### src/rtl/button_debounce_if.sv
// Push-button debounce signal bundle: raw level in, qualified level and status out.
interface button_debounce_if;
    logic button_in;
    logic button_out;
    logic changing;

    // Board/stimulus side: drives the raw button, observes the debounced result.
    modport master (
        output button_in,
        input  button_out,
        input  changing
    );

    // Debouncer side.
    modport slave (
        input  button_in,
        output button_out,
        output changing
    );
endinterface

### src/rtl/button_debounce.sv
// Push-button debouncer: two-flop synchronizer followed by a four-state
// qualify FSM. A new level is accepted only after DEBOUNCE_CNT+1 consecutive
// synchronized samples; any interruption restarts qualification.
// Legal configuration: 1 <= DEBOUNCE_CNT <= 2**CNT_WIDTH-1.
module button_debounce #(
    parameter int unsigned CNT_WIDTH    = 20,
    parameter int unsigned DEBOUNCE_CNT = 500000
) (
    input  logic              clk,
    input  logic              reset,
    button_debounce_if.slave  btn
);

    // Terminal count: the WAIT state qualifies when the counter reaches this value.
    localparam logic [CNT_WIDTH-1:0] CNT_LAST = CNT_WIDTH'(DEBOUNCE_CNT - 1);

    typedef enum logic [1:0] {
        IDLE_LOW  = 2'b00,
        WAIT_HIGH = 2'b01,
        IDLE_HIGH = 2'b10,
        WAIT_LOW  = 2'b11
    } state_t;

    logic                 sync1;
    logic                 sync_q;
    state_t               state;
    state_t               next_state;
    logic [CNT_WIDTH-1:0] cnt;
    logic [CNT_WIDTH-1:0] next_cnt;
    logic                 button_out_q;
    logic                 changing_q;
    logic                 next_button_out;
    logic                 next_changing;

    // Two-flop synchronizer for the asynchronous button level.
    always_ff @(posedge clk or posedge reset) begin
        if (reset) begin
            sync1  <= 1'b0;
            sync_q <= 1'b0;
        end else begin
            sync1  <= btn.button_in;
            sync_q <= sync1;
        end
    end

    // State, counter and registered Moore outputs.
    always_ff @(posedge clk or posedge reset) begin
        if (reset) begin
            state        <= IDLE_LOW;
            cnt          <= '0;
            button_out_q <= 1'b0;
            changing_q   <= 1'b0;
        end else begin
            state        <= next_state;
            cnt          <= next_cnt;
            button_out_q <= next_button_out;
            changing_q   <= next_changing;
        end
    end

    // Next-state and counter logic; outputs are decoded from the next state so
    // the registered copies track the state register exactly.
    always_comb begin
        next_state      = state;
        next_cnt        = cnt;
        next_button_out = 1'b0;
        next_changing   = 1'b0;

        case (state)
            IDLE_LOW: begin
                if (sync_q) begin
                    next_state = WAIT_HIGH;
                    next_cnt   = '0;
                end
            end
            WAIT_HIGH: begin
                if (!sync_q) begin
                    next_state = IDLE_LOW;
                    next_cnt   = '0;
                end else if (cnt == CNT_LAST) begin
                    next_state = IDLE_HIGH;
                    next_cnt   = '0;
                end else begin
                    next_cnt = cnt + CNT_WIDTH'(1);
                end
            end
            IDLE_HIGH: begin
                if (!sync_q) begin
                    next_state = WAIT_LOW;
                    next_cnt   = '0;
                end
            end
            WAIT_LOW: begin
                if (sync_q) begin
                    next_state = IDLE_HIGH;
                    next_cnt   = '0;
                end else if (cnt == CNT_LAST) begin
                    next_state = IDLE_LOW;
                    next_cnt   = '0;
                end else begin
                    next_cnt = cnt + CNT_WIDTH'(1);
                end
            end
            default: begin
                next_state = IDLE_LOW;
                next_cnt   = '0;
            end
        endcase

        next_button_out = (next_state == IDLE_HIGH) || (next_state == WAIT_LOW);
        next_changing   = (next_state == WAIT_HIGH) || (next_state == WAIT_LOW);
    end

    assign btn.button_out = button_out_q;
    assign btn.changing   = changing_q;

endmodule

### src/flat_wrapper.sv
// flat-port wrapper written by rule: the top's interface ports become plain ports
module button_debounce_flat 
#(
    parameter int unsigned CNT_WIDTH    = 20,
    parameter int unsigned DEBOUNCE_CNT = 500000
)
  (clk, reset, btn_button_in, btn_button_out, btn_changing);
  button_debounce_if btn_i ();
  input  logic clk;
  input  logic reset;
  input wire logic [$bits(btn_i.button_in)-1:0] btn_button_in;
  output wire logic [$bits(btn_i.button_out)-1:0] btn_button_out;
  output wire logic [$bits(btn_i.changing)-1:0] btn_changing;
  assign btn_i.button_in = btn_button_in;
  assign btn_button_out = btn_i.button_out;
  assign btn_changing = btn_i.changing;
  button_debounce #(.CNT_WIDTH(CNT_WIDTH), .DEBOUNCE_CNT(DEBOUNCE_CNT)) u_core (.clk(clk), .reset(reset), .btn(btn_i));
endmodule
### config.mk
export PLATFORM = sky130hd
export DESIGN_NAME = button_debounce_flat
export DESIGN_NICKNAME = d
export VERILOG_FILES = /design/src/rtl/button_debounce_if.sv /design/src/rtl/button_debounce.sv /design/src/flat_wrapper.sv
export SDC_FILE = /design/constraint.sdc
export NUM_CORES = 1
export LEC_CHECK = 0
export CAP_MARGIN = 20
export CORE_ASPECT_RATIO = 1.5
export CORE_MARGIN = 8
export CORE_UTILIZATION = 48
export CTS_CLUSTER_SIZE = 8
export DETAILED_ROUTE_END_ITERATION = 10
export DONT_BUFFER_PORTS = 1
export GPL_ROUTABILITY_DRIVEN = 1
export PLACE_DENSITY = 0.63
export SKIP_LAST_GASP = 1
export SLEW_MARGIN = 10
export SYNTH_ARGS = -nofsm -noshare
export SYNTH_HDL_FRONTEND = slang
export SYNTH_SLANG_ARGS = --single-unit
export TNS_END_PERCENT = 1
### constraint.sdc
create_clock -name clk -period 5 [get_ports clk]
set_clock_uncertainty 0.05 [all_clocks]
set_input_delay 0.75 -clock clk [delete_from_list [all_inputs] [get_ports clk]]
set_output_delay 0.75 -clock clk [all_outputs]
set_load 0.02 [all_outputs]
# Word-level counts from Yosys, hierarchy flattened
# Index checks and enable logic that the tools add are counted.
[word_totals]
register_bits = 26
output_inout_bits = 2
in_bits = 3
[classes]
muxes = 13
addsub = 1
n_reduce_logical = 4
eq_ne = 9
[op_table]
columns = ["operator", "n"]
rows = [
  ["$mux 20", 5],
  ["$pmux 20 s4", 1],
  ["$add 20x1->20 const B", 1],
  ["$eq 20x19->1 const B", 1],
  ["$mux 2", 6],
  ["$eq 2x2->1 const B", 4],
  ["$pmux 2 s4", 1],
  ["$eq 2x1->1 const B", 2],
  ["$logic_not 2->1", 1],
  ["$logic_or 1x1->1", 2],
  ["$ne 2x1->1 const B", 1],
  ["$ne 2x2->1 const B", 1],
  ["$reduce_and 2->1", 1],
]

# Depth between registers and ports, before layout
# Gate-level depths: netlist of run 1.
[logic_depth]
depth_word = 6
mapped_depth = 8
depth_no_buf = 6

# Worst setup path after synthesis of run 1
# No wires, ideal clock.
[synth_path]
path_kind = "flip-flop to flip-flop"
startpoint = "register u_core.cnt[6]"
endpoint = "register u_core.cnt[9]"
period_less_slack_ps = 1917
setup_ps = 121
slack_ps = 3083
t_required_ps = 4829
path_buffers = 2
path_stages_with_launch = 7
arrival_time_ps = 1746
cell_sequence = "dfrtp_1 buf_6 or4_4 o31a_1 buf_6 a21o_1 a22o_1"
[synth_between]
elab_chain_len = 4
elab_cells_between_ends = 6
cone_classes = "add/sub: 1; eq/ne: 1; mux: 4"
[synth_rtl]
columns = ["item", "line_no", "rtl"]
rows = [
  ["start, declared", "button_debounce.sv:28", "logic [CNT_WIDTH-1:0] cnt;"],
  ["start signal, assigned", "button_debounce.sv:55", "cnt <= next_cnt;"],
  ["$add 20x1->20 / $eq 20x19->1 (equally long branches)", "n/a", ""],
  ["$mux 20 *", "button_debounce.sv:80, button_debounce.sv:97", ""],
  ["$mux 20, on equally long branches", "button_debounce.sv:94, button_debounce.sv:77", ""],
  ["$pmux 20 s4 *", "button_debounce.sv:69", "case (state)"],
]
# Mark *: on every way between the ends. The rest lies on a longest branch, timed or not.
# A chain may end at the register's enable or synchronous reset.

# Final worst setup path of run 1
[layout_path]
startpoint = "register u_core.cnt[0]"
endpoint = "register u_core.cnt[6]"
# Same word-level chain as after synthesis.

==> results.txt, run 1 <==
The vertical die dimension came out at 80.3 um. From synthesis to final layout, the design area changed by 5.87%. The total die area came out at 4730 sq um. The clock network latency to the later pin of the worst-skew pair is 0.26 ns. The worst setup path is captured at a register. The portion of total power attributed to sequential cells came out at 0.599. The share of final-layout standard cells stronger than drive strength 1 is 0.0584.

After routing the design area is 1400 sq um. The first-pass GRT wire length is 4410 um. The relative contribution of combinational cells to total power came out at 0.068. The count of instances resized after the clock tree is built came out at 0. After synthesis, the share of flip-flops with an asynchronous set or reset is 1.00. By startpoint and endpoint, the worst setup path is classified as reg -> reg. For this configuration, the core starts out at a cell density of 0.500. The count of routing violations after the opening detailed-route iteration is 59. The post-detailed-route count of antenna-violating nets is 0. For this run, design rule violations remaining after detail routing come to 0. The tightest min-delay check is of the in -> async type.

In this run the standard cell core region covers 2650 sq um. The footprint of the flip-flops and latches is 626 sq um. The shortest period the worst path allows came out at 2.35 ns.

Pin placement for this block handled 5 I/O pins. The flip-flop and latch count after synthesis is 25. The final worst setup slack is 2.65 ns.

The post-placement worst setup slack came out at 2.71 ns. The transition at the pin with the smallest max-transition slack came out at 1.01 ns. The number of global-route vias before repair came out at 994. After synthesis the cells add up to 1320 sq um. The area of combinational cells with multiple inputs is 641 sq um. The commonest register cell after synthesis is dfrtp_1. In the synthesized netlist, the number of instances is 138. The final clock period utilization by the worst path came out at 0.470.

The HPWL reported at the end of detailed placement came out at 1830 um. The total power density per cell area came out at 256 nW/um^2. TritonCTS built the clock tree. For this run, the share of the core covered by cells in the final layout is 0.529. The sum of negative setup slack came out at 0 ns.

The number of max-cap violations came out at 0. The number of buffers inserted for hold repair after clock tree synthesis is 0. The count of buffers added by post-CTS timing repair for setup came out at 0. The worst pin sits at a relative slew slack of 0.325. The startpoint type of the worst setup path is a register. Setup violations remaining at the end of the flow were counted as 0.

The static leakage came out at 0.561 nW. VDD sags by at most 136 uV. The part of the total power dissipated in the clock network came out at 0.333.

The final layout contains routed wiring with a total length of 2670 um. The number of max-slew violations in the final report came to 0. The power dissipated by switching net loads is 85.3 uW.

The total via count in the routed design is 1076. Along the worst path, the maximum fanout reaches 30. The number of distinct library cells after synthesis came out at 35. The deepest clock path buffer count came out at 2.

The count of yosys warnings during synthesis came out at 0. The final estimated routing congestion in global placement came out at 0.887. The overall power is 358 uW. Setup repair after global routing left no endpoint under its margin. The clock sink count came out at 25.

Port buffering added 0 buffers. Entering global routing, the biggest net connects 31 pins. The net count of the mapped netlist came out at 142. The standard-cell row count came out at 23.

The hold violation total from the final report came out at 0. The fraction of post-synthesis cell area in the top cell type by area came out at 0.473. The initial antenna violation count came to 0. The critical path starts at u_core.cnt[0]. The biggest area consumer among synthesized cells is dfrtp_1. The global-route usage over all layers is 0.118. The clock root buffer is clkbuf_8.

Data on the critical path is required at its endpoint by 5.13 ns. After detailed routing, the number of vias per cell comes to 6.18. The placed cell area is 1330 sq um. After clock tree synthesis, the clock-pin slew on the worst setup and hold paths is 0.09 ns.

The flow ran to the end, and the final reports show no timing, DRC or antenna violations. The total congestion overflow after global routing came out at 0. Dividing the synthesized area by the synthesized cell count gives 9.58 sq um. The die boundary width is 58.9 um. CTS built an H-tree with a depth of 1. The share of total power consumed by net switching came out at 0.238.

Yosys attributes the largest share of cell area to dfrtp_1, a31oi_1, nand2_1, a21oi_1, nand3_1. The first TritonRoute pass finished after 4 iterations. The count of inserted antenna diode cells came out at 0. The data arrival time of the worst path came out at 2.48 ns.

The share of synthesized area occupied by flip-flops and latches is 0.473. The number of buffers inserted during clock tree synthesis came out at 3. The routed wirelength normalized by instance count came out at 15.3 um. The start of the worst register-to-register path is u_core.cnt[0]. The internal power summed over all cells is 273 uW. The count of flip-flops with a built-in enable after synthesis is 0. The count of fill cells added during filler insertion came out at 240. Static timing analysis puts the maximum clock frequency at 0.426 GHz.

For this run, the post-layout net count is 142.
## cells in the mapped netlist, types with 2 or more instances
master / n
a21oi_1: 9
xnor2_1: 4
nand2_1: 16
nand2b_1: 3
nor4_1: 3
a31oi_1: 12
o21ai_0: 5
and3_1: 3
buf_2: 2
xor2_1: 2
nand3_1: 9
a22o_1: 4
dfrtp_1: 25
inv_1: 4
buf_6: 2
nand4_1: 6
nor2_1: 7
mux2_2: 3
a41oi_1: 3
## sequential cells by signal, indices dropped and copies added, names as in the netlist
register	cells
u_core.btn.button_out	1
u_core.btn.changing	1
u_core.cnt	20
u_core.state	1
u_core.sync1	1
u_core.sync_q	1
## cell type report
| type | count | share of cell area |
|---|---|---|
| Multi-Input combinational cell | 103 | 0.458 |
| Sequential cell | 25 | 0.447 |
| Tap cell | 37 | 0.0331 |
| Clock buffer | 4 | 0.0322 |
| Timing Repair Buffer | 1 | 0.0197 |
| Inverter | 4 | 0.0107 |
## cells in the final DEF (no fill, tap or decap), types with 2 or more instances in the layout
cell type / synthesis / routed
dfrtp_1: 25 / 25
nand2_1: 16 / 16
a31oi_1: 12 / 12
nand3_1: 9 / 9
a21oi_1: 9 / 9
nor2_1: 7 / 7
nand4_1: 6 / 6
o21ai_0: 5 / 5
xnor2_1: 4 / 4
inv_1: 4 / 4
a22o_1: 4 / 4
and3_1: 3 / 3
nand2b_1: 3 / 3
a41oi_1: 3 / 3
mux2_2: 3 / 3
nor4_1: 3 / 3
clkbuf_8: 0 / 3
xor2_1: 2 / 2
## cell families (layout without fill, tap and decap cells)
logic type	after synthesis	after routing	share of synthesized area
AOI/OAI and AO/OA	39	39	0.193
xor gates and xnor gates	6	6	0.0397
adders and majority gates	1	1	0.00946
buffers and inverters	10	9	0.0426
DFF	25	25	0.473
muxes	4	4	0.0331
and+or+nand+nor	53	53	0.209
## metrics by stage
step | std cells | hold slack, ns
final | 174 | 0.275
after global routing | 174 | 0.284
after CTS | 173 | 0.322
after detailed placement | 169 | 0.301
after global placement | 169 | 0.295
after floorplan | 138 | 0.281
## worst max-delay path, cell delays in order, from the launching register on
cell and delay (ns):
dfrtp_1 0.44, ha_1 0.26, nor4bb_1 0.13, nand3_1 0.10
o31a_1 0.81, o21ai_0 0.23, a31oi_1 0.23
## metal layers
layer / wire (um) / vias to the layer above / GRT usage
met1: 1140 / 522 / 0.140
met2: 1390 / 30 / 0.193
met4: 47 / 0 / 0.0721
li1: - / 518 / -
met5: 0 / - / 0
met3: 90 / 6 / 0.0160
## power by group through the flow
stage	Combinational [mW]	Clock, mW	Sequential, mW
6_report	0.0242	0.119	0.214
5_1_grt	0.0282	0.132	0.215
4_1_cts	0.0221	0.124	0.214
3_5_place_dp	0.0219	0	0.218
3_3_place_gp	0.0221	0	0.218
2_1_floorplan	0.0189	0	0.217
## final timing paths
check                                 endpoint  slack, ns  cells past startpoint
max                              u_core.cnt[6]       2.65                      6
min in group clk                 u_core.sync_q       0.32                      0
min                        u_core.btn.changing       0.28                      1
max in group asynchronous        u_core.cnt[7]       4.22                      2
min reg2reg                      u_core.sync_q       0.32                      0
max reg2reg                      u_core.cnt[6]       2.65                      6
No activity file was read; power rests on OpenSTA's default activity.
==> run 2, diff against run 1 <==
clock period = 2.18 ns   (was 5 ns; I/O delays follow)
==> run 2 against run 1 <==
Net effect:
- critical path type unchanged
- critical endpoint is now u_core.cnt[17]
- largest power group unchanged
- routed wire length rose by 3.2%
- register-to-register slack worse by 2.6 ns
- count of clock-buffer cells in the layout decreased by 1
- first-iteration DRC count is 49% lower
- critical path depth is 1 higher
- sequential share of layout area shrank 2.3 points
- sequential power increased by 130%
- non-clock buffer count is 11 higher
- sequential cell count unchanged
- design area increased by 5.4%
- hold slack worse by 0.25 ns
==> results.txt, run 2 (same netlist as run 1, synthesis figures left out) <==
The count of inserted antenna diode cells is 0. The number of detailed-route iterations in the first pass came out at 4. STA classifies the critical path startpoint as a register. The flow ran to the end, and the final reports show no timing, DRC or antenna violations. The final number of setup-violating endpoints came out at 0.

The number of max-slew violations in the final report came out at 0. The number of global-route vias before repair is 1054. The clock-pin slew of the registers on the worst-case setup and hold paths came out at 0.09 ns. Measured against its own limit, the worst slew margin works out to 0.576.

The tree built by TritonCTS fans out to 25 sinks. The routed wirelength normalized by instance count came out at 14.9 um. The vertical die dimension is 80.3 um. The relative contribution of combinational cells to total power came out at 0.082.

The critical path in this run is classified as reg -> reg. The HPWL after detailed placement is 2040 um. The internal portion of the total power is 629 uW. In the layout the commonest cells are dfrtp_1, nand2_1, a31oi_1. The static leakage is 0.608 nW. The first-pass GRT wire length is 4710 um. The standard-cell row count is 23. The total die area is 4730 sq um. The initial antenna violation count was 0.

The placeable core region is 2650 sq um. The area growth from synthesis to layout is 11.5%. Based on the critical path, the design can be clocked at up to 0.480 GHz. The number of flip-flops under the largest register name is 20.

TritonCTS built the clock tree. The count of nets left with antenna violations once routing finished came out at 0. The register with the most flip-flops is u_core.cnt. The worst setup path is captured at a register. For this run, the post-layout net count is 153.

In this run the worst hold path is classified as in -> reg. Entering global routing, the biggest net connects 26 pins. The count of fill cells added during filler insertion is 258. The effective utilization at floorplan is 0.500. Of the total power, the share spent switching nets is 0.248. The clock root buffer is clkbuf_8. The detailed router finished its first iteration with 30 violations. Dividing total power by cell area gives a power density of 567 nW/um^2.

The routed design has 2750 um of wire. The number of levels the H-tree was split into came out at 1. Leaving out fill and tap cells, the most frequent cell in the layout is dfrtp_1. The hold violation total from the final report came out at 0.

The routed layout has 1067 vias. Across the run, the number of max-cap violations was 0. Dividing the final minimum period by the clock period gives 0.957. The count of buffers from port buffering is 0. The transition at the pin with the smallest max-transition slack is 0.634 ns.

The final worst setup slack is 0.0947 ns. The deepest clock path buffer count is 2. The peak ir drop on the vdd network came out at 552 uV. The share of total power dissipated in sequential elements is 0.585. The data arrival time of the worst path came out at 2.17 ns. The die boundary width is 58.9 um. The power dissipated by switching net loads is 208 uW.

The number of buffers inserted during clock tree synthesis came out at 3. The global-route usage over all layers came out at 0.126. The peak fanout along the critical path came out at 12. The count of buffers added by post-CTS timing repair for setup is 0. Setup repair after global routing could not meet its margin everywhere.

Routability-driven placement finished with a final weighted congestion of 0.910. The shortest period the worst path allows came out at 2.09 ns. The clock network latency to the later pin of the worst-skew pair is 0.27 ns. In the routed layout, each cell is associated on average with a via count of 5.77. The part of the total power dissipated in the clock network came out at 0.333. The overall power is 836 uW. The total congestion overflow after global routing came out at 0. The share of final-layout standard cells stronger than drive strength 1 came out at 0.135. The post-placement worst setup slack is 0.0774 ns. The DRC violation count after routing is 0. The data required time at the worst endpoint is 2.27 ns. The number of ports placed on the die boundary came out at 5.
[run 2: cell count changes in the layout (fill, tap and decap cells not counted)]
cell / previous run / this run
buf_16: 1 / 0
buf_4: 0 / 11
clkbuf_1: 1 / 0
clkinvlp_4: 0 / 1
dlygate4sd3_1: 0 / 1
nor4_1: 3 / 2
nor4_2: 0 / 1
[run 2: per-stage QoR]
stage	cell area [sq um]	utilization	hold WS (ns)	std cells	setup TNS, ns
2_1_floorplan	1320	-	0.281	138	0
3_3_place_gp	1410	0.533	0.232	180	0
3_5_place_dp	1410	0.533	0.236	180	0
4_1_cts	1470	0.555	0.0200	185	0
5_1_grt	1480	0.557	0.00233	185	-0.00155
6_report	1480	0.557	0.0273	185	0
[run 2: path summary, 6_finish.rpt]
kind / slack [ns] / end / start / cells after the start
min reg2reg: 0.32 / u_core.sync_q / u_core.sync1 / 0
max reg2reg: 0.09 / u_core.cnt[17] / u_core.cnt[0] / 7
min in group asynchronous: 0.49 / u_core.state[1] / reset / 3
max: 0.09 / u_core.cnt[17] / u_core.cnt[0] / 7
min: 0.03 / u_core.sync1 / btn_button_in / 0
max in group asynchronous: 1.36 / u_core.cnt[6] / reset / 3
[run 2: metal layers]
metal  global-route usage  part of all wire  up-vias
met5                    0                 0        -
met4               0.0577             0.011        0
met3               0.0208             0.029        4
met2                0.211              0.51       23
met1                0.152              0.45      503
li1                     -                 -      537
[run 2: area by class of cell]
type                    count  area, sq um  area share
clock buffers               3         41.3      0.0280
clock inverters             1         7.51     0.00509
inverters                   4         15.0      0.0102
multi-input cells         103          647       0.439
flip-flops and latches     25          626       0.424
well taps                  37         46.3      0.0314
repair buffers             12         92.6      0.0628
[run 2: worst max-delay path: stages (launching register included)]
cell      delay, ns
dfrtp_1        0.36
ha_1           0.23
nor4bb_1       0.26
nand3_1        0.14
o31a_1         0.42
buf_4          0.22
a41oi_1        0.21
a31oi_1        0.06
[run 2: repair_timing]
item | 4_1_cts | 5_1_grt
setup endpoints to repair | 0 | 2
hold buffers | 1 | 0
endpoints found under the hold margin | 25 | 0
gates resized for setup | 0 | 1
[run 2: power by group through the flow]
stage	clock network, mW	registers [mW]	logic, mW
detailed placement	0	0.498	0.0674
global route	0.308	0.491	0.0771
floorplan	0	0.498	0.0434
finish	0.279	0.490	0.0682
CTS	0.286	0.489	0.0691
global placement	0	0.497	0.0663
==> run 3, diff against run 2 <==
RECOVER_POWER = 100   (was unset)
==> run 3 against run 2 <==
Net effect:
- sequential power hardly changed
- design area is 0.76% lower
- sequential cell count stayed put
- count of clock-buffer cells in the layout stayed put
- combinational power is 0.9% lower
- register-to-register slack hardly changed
- cell count stayed put
- maximum frequency is 0.35% lower
- routed wire length is 0.55% higher
- clock power hardly changed
- critical path type unchanged
- hold slack worse by 0.0017 ns
- sequential share of layout area is 0.33 points higher
==> results.txt, run 3 (same netlist as run 1, synthesis figures left out) <==
The flow ran to the end, and the final reports show no timing, DRC or antenna violations. Data on the critical path is required at its endpoint by 2.27 ns. The number of flip-flops under the largest register name came out at 20. The count of routing violations after the opening detailed-route iteration is 33.

The number of global-route vias before repair is 1054. The number of max-slew violations in the final report was 0. The die is 80.3 um tall. The clock network latency to the later pin of the worst-skew pair came out at 0.27 ns. The routed design has 2770 um of wire. The peak ir drop on the vdd network came out at 550 uV. The number of levels the H-tree was split into came out at 1. The post-placement worst setup slack came out at 0.0774 ns. The count of buffers from port buffering came out at 0.

The met1 global-route usage is 0.152. The total power density per cell area came out at 571 nW/um^2. After the flow finishes, the layout carries non-filler instances totaling 185. Setup repair after global routing could not meet its margin everywhere. The total die area came out at 4730 sq um. The count of buffer and inverter cells on the critical path is 1. Leaving out fill and tap cells, the most frequent cell in the layout is dfrtp_1. The area of combinational cells with multiple inputs came out at 647 sq um. After detailed routing, the number of vias per cell comes to 5.77. The worst setup path is captured at a register. The overall power came out at 836 uW. The die boundary width is 58.9 um. The net count reported at finish came out at 153. The total number of cells along the worst setup path is 7. The clock-pin slew of the registers on the worst-case setup and hold paths is 0.09 ns. The met2 capacity usage during global routing is 0.211. In this design, the stage delay of the slowest critical-path cell is 0.42 ns.

The placeable core region came out at 2650 sq um. The number of detailed-route iterations in the first pass came out at 4. The tree is rooted in a clkbuf_8. The shortest period the worst path allows is 2.09 ns.

The number of max-cap violations came out at 0. The hold violation total from the final report is 0. The post-detailed-route count of antenna-violating nets came out at 0. The transition at the pin with the smallest max-transition slack is 1.28 ns.

The kind of cell with the highest combined delay along the critical path is compound AO/OA/AOI/OAI gates. Leaving out fill and tap cells, the most frequent cells in the layout are dfrtp_1, nand2_1, a31oi_1. Of all nets on the critical path, the largest fanout is 12. The DRC violation count after routing is 0.

The utilization of the core after routing is 0.553. In this run the deepest clock path goes through 2 buffers. The worst reg-to-reg path cell count came out at 7. The share of final-layout standard cells stronger than drive strength 1 came out at 0.115.

In the finished design, the share of the clock period the worst path needs comes to 0.960. 0 antenna diodes ended up in the layout. In the final routed layout, each cell accounts on average for 15.0 um.

The count of fill cells added during filler insertion is 262. The startpoint type of the worst setup path is a register. In this run the core area contains 23 standard-cell rows. Timing would allow up to 0.478 GHz.

The congestion estimate from routability-driven global placement came to 0.910. In this run the worst hold path is classified as in -> reg. The static leakage is 0.597 nW.

After detailed placement, the design holds a cell count of 180. The area added between synthesis and finish is 10.7%. The total via count in the routed design came out at 1068. Summed over all nets, the half-perimeter wirelength after detailed placement is 2040 um. Traced cell by cell, the critical path runs through ha_1, nor4bb_1, nand3_1, o31a_1, buf_4, a41oi_1, a31oi_1. The clock sink count is 25. The initial antenna violation count came out at 0. The data arrival time of the worst path is 2.18 ns. The total congestion overflow after global routing is 0. The initial utilization of the core area, before any placement, comes to 0.500. The clock tree from TritonCTS is yes. The slowest stage cell on the critical path is o31a_1. The worst relative slew slack is 0.149.

5 I/O pins were placed. The global-route usage over all layers is 0.126. The number of buffers inserted during clock tree synthesis came out at 3. The critical path is of the reg -> reg type. The final number of setup-violating endpoints came out at 0. The final worst setup slack is 0.0873 ns. The footprint of the flip-flops and latches is 626 sq um. The first-pass GRT wire length is 4710 um.

The largest net degree at the start of global routing is 26. u_core.cnt holds more flip-flops than any other register. The busiest layer in global routing is met2. The met3 demand-to-capacity share in global routing came out at 0.0208. The cell depth of the worst hold path is 0.
[run 3: cell types whose count changed in the layout (fill, tap and decap cells not counted), sizes merged]
cell    previous run  this run
buf               11         8
clkbuf             3         6
[run 3: layer usage]
metal / vias to the layer above / wire length, um
li1: 535 / -
met1: 514 / 1240
met2: 15 / 1440
met3: 4 / 55
met4: 0 / 31
met5: - / 0
[run 3: worst register-to-register path, cell delays in order, from the launching register on]
cell,delay (ns)
dfrtp_1,0.36
ha_1,0.24
nor4bb_1,0.26
nand3_1,0.14
o31a_1,0.42
buf_4,0.22
a41oi_1,0.21
a31oi_1,0.06
[run 3: path summary, 6_finish.rpt]
kind | slack (ns) | from | end
max in group asynchronous | 0.46 | reset | u_core.cnt[6]
hold reg to reg | 0.32 | u_core.sync1 | u_core.sync_q
setup reg to reg | 0.09 | u_core.cnt[0] | u_core.cnt[17]
hold / removal | 0.03 | btn_button_in | u_core.sync1
min in group asynchronous | 0.86 | reset | u_core.state[1]
setup / recovery | 0.09 | u_core.cnt[0] | u_core.cnt[17]
[run 3: through the flow]
| step | hold slack [ns] | setup TNS [ns] | cell area [sq um] |
|---|---|---|---|
| after global routing | 0.00233 | -0.00155 | 1460 |
| after detailed placement | 0.236 | 0 | 1410 |
| after global placement | 0.232 | 0 | 1410 |
| final | 0.0256 | 0 | 1460 |
| after floorplan | 0.281 | 0 | 1320 |
| after CTS | 0.0200 | 0 | 1470 |
[run 3: final cells by class]
class	count	share of cell area
Multi-Input combinational cell	103	0.442
Inverter	4	0.0103
Sequential cell	25	0.427
Clock inverter	1	0.00513
Clock buffer	3	0.0282
Tap cell	37	0.0316
Timing Repair Buffer	12	0.0556
[run 3: timing repair]
item / CTS / global route
hold buffers: 1 / 0
setup buffers: 0 / 0
endpoints found under the hold margin: 25 / 0
setup endpoints to repair: 0 / 2
gates resized for setup: 0 / 1
[run 3: power by group]
part | total (mW) | leakage [nW] | switching (mW) | internal [mW]
Clock | 0.280 | 0.0217 | 0.150 | 0.130
Sequential | 0.489 | 0.341 | 0.0143 | 0.475
Combinational | 0.0676 | 0.234 | 0.0438 | 0.0238
==> RTL edit 1, RTL diff (config.mk and constraints of run 3) <==
`CNT_WIDTH` is set to 20 in 2 places; all go to 24.
--- a/src/rtl/button_debounce.sv
+++ b/src/rtl/button_debounce.sv
@@ -3,7 +3,7 @@
 // synchronized samples; any interruption restarts qualification.
 // Legal configuration: 1 <= DEBOUNCE_CNT <= 2**CNT_WIDTH-1.
 module button_debounce #(
-    parameter int unsigned CNT_WIDTH    = 20,
+    parameter int unsigned CNT_WIDTH    = 24,
     parameter int unsigned DEBOUNCE_CNT = 500000
 ) (
     input  logic              clk,
--- a/src/flat_wrapper.sv
+++ b/src/flat_wrapper.sv
@@ -1,7 +1,7 @@
 // flat-port wrapper written by rule: the top's interface ports become plain ports
 module button_debounce_flat 
 #(
-    parameter int unsigned CNT_WIDTH    = 20,
+    parameter int unsigned CNT_WIDTH    = 24,
     parameter int unsigned DEBOUNCE_CNT = 500000
 )
   (clk, reset, btn_button_in, btn_button_out, btn_changing);
Check against the original RTL: same outputs for any inputs over 10 cycles, from zero or initial values and one cycle with reset high; that may be too few to reach the edited logic, so the function may still have changed.
==> RTL edit 1 against run 3 <==
Cell count increased by 13%; sequential power is 13% higher; worst setup slack worse by 0.083 ns; final area is 20% higher; clock power increased by 56%; critical path type unchanged; largest power group unchanged; wire length rose by 15%; non-clock buffer count up 3; global-route usage up 0.62 points; die area rose by 11%; critical path depth down 2; sequential cell count rose by 4; total power is 26% higher; synthesized area up 15%; synthesized cell count grew 9.4%.
==> RTL edit 1: results (changes against run 3) <==
----------------------------------------------------
[Setup path]
  Top fanout value on the critical path ... 4 (-8)
  Maximum cell stage delay along the critical path ... 0.54 ns (+0.12 ns)
  Slowest stage cell on the critical path ... or4b_1
  Arrival time at the worst endpoint ... 2.29 ns (+0.11 ns)
  Gate family responsible for the most delay along the worst path ... simple AND/OR/NAND/NOR gates

[Status]
  Run status ... completed

[CTS]
  Reg clk slew, reported paths ... 0.06 ns (-0.03 ns)
  H-tree lvl count ... 2 (+1)
  Number of buffers added by the clock tree synthesis step ... 5 (+2)
  Worst skew pair latency ... 0.28 ns

[Global route]
  Number of antenna violations at the first check in global routing ... 0 (unchanged)
  Total global-route track usage ... 13.2% (+0.62 points)
  Wire length of the first global-routing pass ... 5190 um (+10%)
  Maximum number of pins on one net before global-route repair ... 17 (-35%)

[Placed design]
  HPWL after detailed placement ... 2380 um (+16%)
  Post-detailed-placement cell area ... 1660 sq um (+17%)
  Global placer's final weighted congestion ... 0.907 (-0.32%)
  Total of buffers placed on input and output ports ... 0 (unchanged)

[Routing]
  Drt first-iter violations ... 36 (+9.1%)
  Via count ... 1,135 (+6.3%)
  Routed wire length ... 3190 um (+15%)

[Layout]
  Share of post-route cells with drive strength above 1 ... 18.9% (+7.4 points)
  Layout Nets ... 173 (+13%)
  Number of flip-flops in the largest register ... 24 (+20%)

[Power]
  Leakage ... 0.724 nW (+21%)
  Internal power contribution ... 0.817 mW (+30%)
  Peak supply drop ... 0.579 mV (+5.2%)
  Share of total power in sequential cells ... 52.5% (-6.0 points)
  Proportion of power drawn by combinational gates ... 5.9% (-2.2 points)

[Hold path]
  Hold Path Class ... primary input to register

[Logic synthesis]
  Syn Nets ... 155 (+9.2%)
  Sequential cell area fraction in the yosys report ... 47.7% (+0.43 points)
  Synthesis Warnings ... 0 (unchanged)
  Most frequent cells after synthesis ... dfrtp_1, xnor2_1, nand2_1
  Number of distinct standard cells referenced by the synthesized netlist ... 30 (-14%)
  Dominant cells by area after synthesis ... dfrtp_1, xnor2_1, nand3_1

[STA]
  Worst-Margin Slew ... 0.739 ns (-0.538 ns)

----------------------------------------------------
-- RTL edit 1: per-stage QoR --
step	instances	worst slack, ns	hold WS [ns]	power [mW]	TNS [ns]
6_report	209	0.00397	0.0234	1.05	0
5_1_grt	209	-0.0260	0.00792	1.10	-0.205
4_1_cts	209	0.00460	0.0127	1.07	0
3_5_place_dp	201	0.00222	0.265	0.625	0
3_3_place_gp	201	0.0350	0.266	0.623	0
2_1_floorplan	151	0.0658	0.281	0.602	0
-- RTL edit 1: path summary, 6_finish.rpt --
kind / start / endpoint / slack [ns] / cells past startpoint
max: u_core.cnt[9] / u_core.cnt[1] / 0.004 / 5
min: btn_button_in / u_core.sync1 / 0.02 / 0
max reg2reg: u_core.cnt[9] / u_core.cnt[1] / 0.004 / 5
min reg2reg: u_core.sync1 / u_core.sync_q / 0.30 / 0
max in group asynchronous: reset / u_core.cnt[20] / 0.51 / 3
min in group asynchronous: reset / u_core.cnt[3] / 0.51 / 2
-- RTL edit 1: routing by layer --
metal	global-route usage, %	part of all wire [%]
met5	0	0
met1	14.7	41
met3	3.18	2.6
met4	8.96	3.5
met2	20.9	52
-- RTL edit 1: final cells by class --
cell class / instances / area, sq um
sequential: 29 / 726
clock buffer: 7 / 86.3
fill: 248 / 1340
multi-input combinational: 116 / 776
inverter: 2 / 7.51
timing repair buffer: 15 / 116
tap: 40 / 50.0
-- RTL edit 1: kinds of logic (layout without fill, tap and decap cells) --
kind of cell	after synthesis	count (layout)	synth area share, %
buffers and inverters	6	24	2.55
DFF	29	29	47.7
adders and majority gates	1	1	0.823
xor gates and xnor gates	20	20	11.5
AOI/OAI and AO/OA	7	7	4.28
and+or+nand+nor	85	85	30.9
muxes	3	3	2.22
==> RTL edit 2, RTL diff (settings of run 3) <==
Without the edit above. Encoding of `state_t`: now one-hot (4 bits for 4 states).
--- a/src/rtl/button_debounce.sv
+++ b/src/rtl/button_debounce.sv
@@ -14,11 +14,11 @@
     // Terminal count: the WAIT state qualifies when the counter reaches this value.
     localparam logic [CNT_WIDTH-1:0] CNT_LAST = CNT_WIDTH'(DEBOUNCE_CNT - 1);
 
-    typedef enum logic [1:0] {
-        IDLE_LOW  = 2'b00,
-        WAIT_HIGH = 2'b01,
-        IDLE_HIGH = 2'b10,
-        WAIT_LOW  = 2'b11
+    typedef enum logic [3:0] {
+        IDLE_LOW  = 4'b0001,
+        WAIT_HIGH = 4'b0010,
+        IDLE_HIGH = 4'b0100,
+        WAIT_LOW  = 4'b1000
     } state_t;
 
     logic                 sync1;
Function: same outputs for any inputs over 10 cycles, from zero or initial values and one cycle with reset high; not proved beyond that.
==> RTL edit 2 against run 3 <==
Utilization down 2.9 points; total power up 21%; final area up 19%; sequential share of layout area down 2.4 points; critical path type unchanged; synthesized area up 22%; worst setup slack worse by 0.0061 ns; worst hold slack worse by 0.0054 ns; sequential cell count up 3; wire length up 33%; sequential power up 14%.
==> RTL edit 2: results (changes against run 3) <==
----------------------------------------------------
[Global route]
  Total global-route track usage ... 14.1% (+1.5 points)
  Maximum number of pins on one net before global-route repair ... 29 (+12%)
  Vias in the first global route ... 1,331 (+26%)
  Wire length of the first global-routing pass ... 6290 um (+34%)

[Setup path]
  Slowest stage cell on the critical path ... dfrtp_1
  Gate family responsible for the most delay along the worst path ... compound AO/OA/AOI/OAI gates
  Maximum cell stage delay along the critical path ... 0.45 ns (+0.03 ns)
  Top fanout value on the critical path ... 16 (+4)

[Logic synthesis]
  Proportion of synthesized flip-flops having asynchronous set or reset ... 100% (unchanged)
  Sequential cell area fraction in the yosys report ... 43.5% (-3.8 points)
  Number of distinct standard cells referenced by the synthesized netlist ... 50 (+43%)
  Dominant cells by area after synthesis ... dfrtp_1, nand3_1, mux2i_1
  Most frequent cells after synthesis ... dfrtp_1, nand3_1, nand2_1, nor2_1, a21oi_1
  Primary flip-flop cell chosen by synthesis mapping ... dfrtp_1
  Synthesis Warnings ... 0 (unchanged)
  Syn Nets ... 180 (+27%)
  Per-instance average area after synthesis ... 9.16 sq um (-4.4%)

[Routing]
  Via count ... 1,357 (+27%)
  Wirelength per Cell ... 16.5 um (+11%)
  Detailed-route vias per instance ... 6.09 (+5.4%)
  First drt pass iteration count ... 5 (+1)
  Drt first-iter violations ... 74 (+120%)

[CTS]
  Reg clk slew, reported paths ... 0.10 ns
  CTS Root Cell ... clkbuf_8
  Count of instances resized after the clock tree is built ... 0 (unchanged)
  H-tree lvl count ... 1 (unchanged)

[Layout]
  Layout Nets ... 186 (+22%)
  Final antenna diode count ... 0 (unchanged)
  Biggest regs ... u_core.cnt (20), u_core.state (4)
  Share of post-route cells with drive strength above 1 ... 10.5% (-0.99 points)

[Placed design]
  Global placer's final weighted congestion ... 0.923 (+1.5%)
  Placed cell count ... 218 (+21%)
  HPWL after detailed placement ... 2610 um (+28%)
  Total of buffers placed on input and output ports ... 0 (unchanged)

[STA]
  Number of slew-limit violations in the final report ... 0 (unchanged)
  Worst max-slew margin expressed relative to the limit ... 54.0% (+39 points)

[Power]
  Peak supply drop ... 0.303 mV (-45%)
  Leakage ... 0.729 nW (+22%)

[Status]
  Run status ... completed

----------------------------------------------------
==> RTL edit 2: cell type report <==
cell class,count,area (sq um)
repair buffers,11,77.6
fillers,318,1580
clock buffers,4,55.1
multi-input cells,131,826
flip-flops and latches,28,702
well taps,42,52.6
inverters,7,26.3
==> RTL edit 2: stage by stage <==
stage | util [%] | hold WS (ns) | area [sq um] | worst slack [ns]
2_1_floorplan | - | 0.281 | 1610 | 0.279
3_3_place_gp | 50.8 | 0.253 | 1690 | 0.210
3_5_place_dp | 50.8 | 0.257 | 1690 | 0.138
4_1_cts | 52.8 | 0.0157 | 1750 | 0.112
5_1_grt | 52.4 | 0.00764 | 1740 | -0.0183
6_report | 52.4 | 0.0202 | 1740 | 0.0812
==> RTL edit 2: where the power goes <==
| group | internal [mW] | total, mW | switching [mW] |
|---|---|---|---|
| Combinational | 0.0473 | 0.130 | 0.0831 |
| Sequential | 0.535 | 0.556 | 0.0209 |
| Clock | 0.162 | 0.324 | 0.162 |
==> RTL edit 2: logic make-up after synthesis <==
family / after synthesis / synth area share [%]
multiplexers: 6 / 3.80
AND/OR/NAND/NOR: 88 / 30.9
flip-flops: 28 / 43.5
XOR/XNOR: 4 / 2.17
AO/OA/AOI/OAI: 32 / 13.9
adder cells (fa/ha/maj): 1 / 0.776
buffers and inverters: 17 / 4.97
==> RTL edit 2: final timing paths <==
kind / startpoint / end / slack, ns / cells past startpoint
min in group asynchronous: reset / u_core.cnt[14] / 0.64 / 3
min: btn_button_in / u_core.sync1 / 0.02 / 0
min reg2reg: u_core.sync1 / u_core.sync_q / 0.31 / 0
max: u_core.cnt[0] / u_core.cnt[8] / 0.08 / 7
max in group asynchronous: reset / u_core.cnt[5] / 0.99 / 3
max reg2reg: u_core.cnt[0] / u_core.cnt[8] / 0.08 / 7
==> RTL edit 2: repair_timing <==
item                                    CTS  global route
endpoints found under the hold margin    27             0
endpoints found under the setup margin    0             6
hold buffers                              1             0
==> RTL edit 2: routing by layer <==
metal	global-route usage, %	up-vias	wire length (um)
li1	-	648	-
met1	15.4	672	1510
met3	1.68	10	78
met4	9.16	0	133
met2	24.8	27	1960
met5	0	-	0
==> RTL edit 2: worst register-to-register path: stages, from the launching register on <==
cell and delay, ns:
dfrtp_1 0.45, ha_1 0.24, and4_1 0.31, nand3_1 0.14, o21ba_2 0.35, buf_4 0.22, a21oi_1 0.14, mux2i_1 0.10
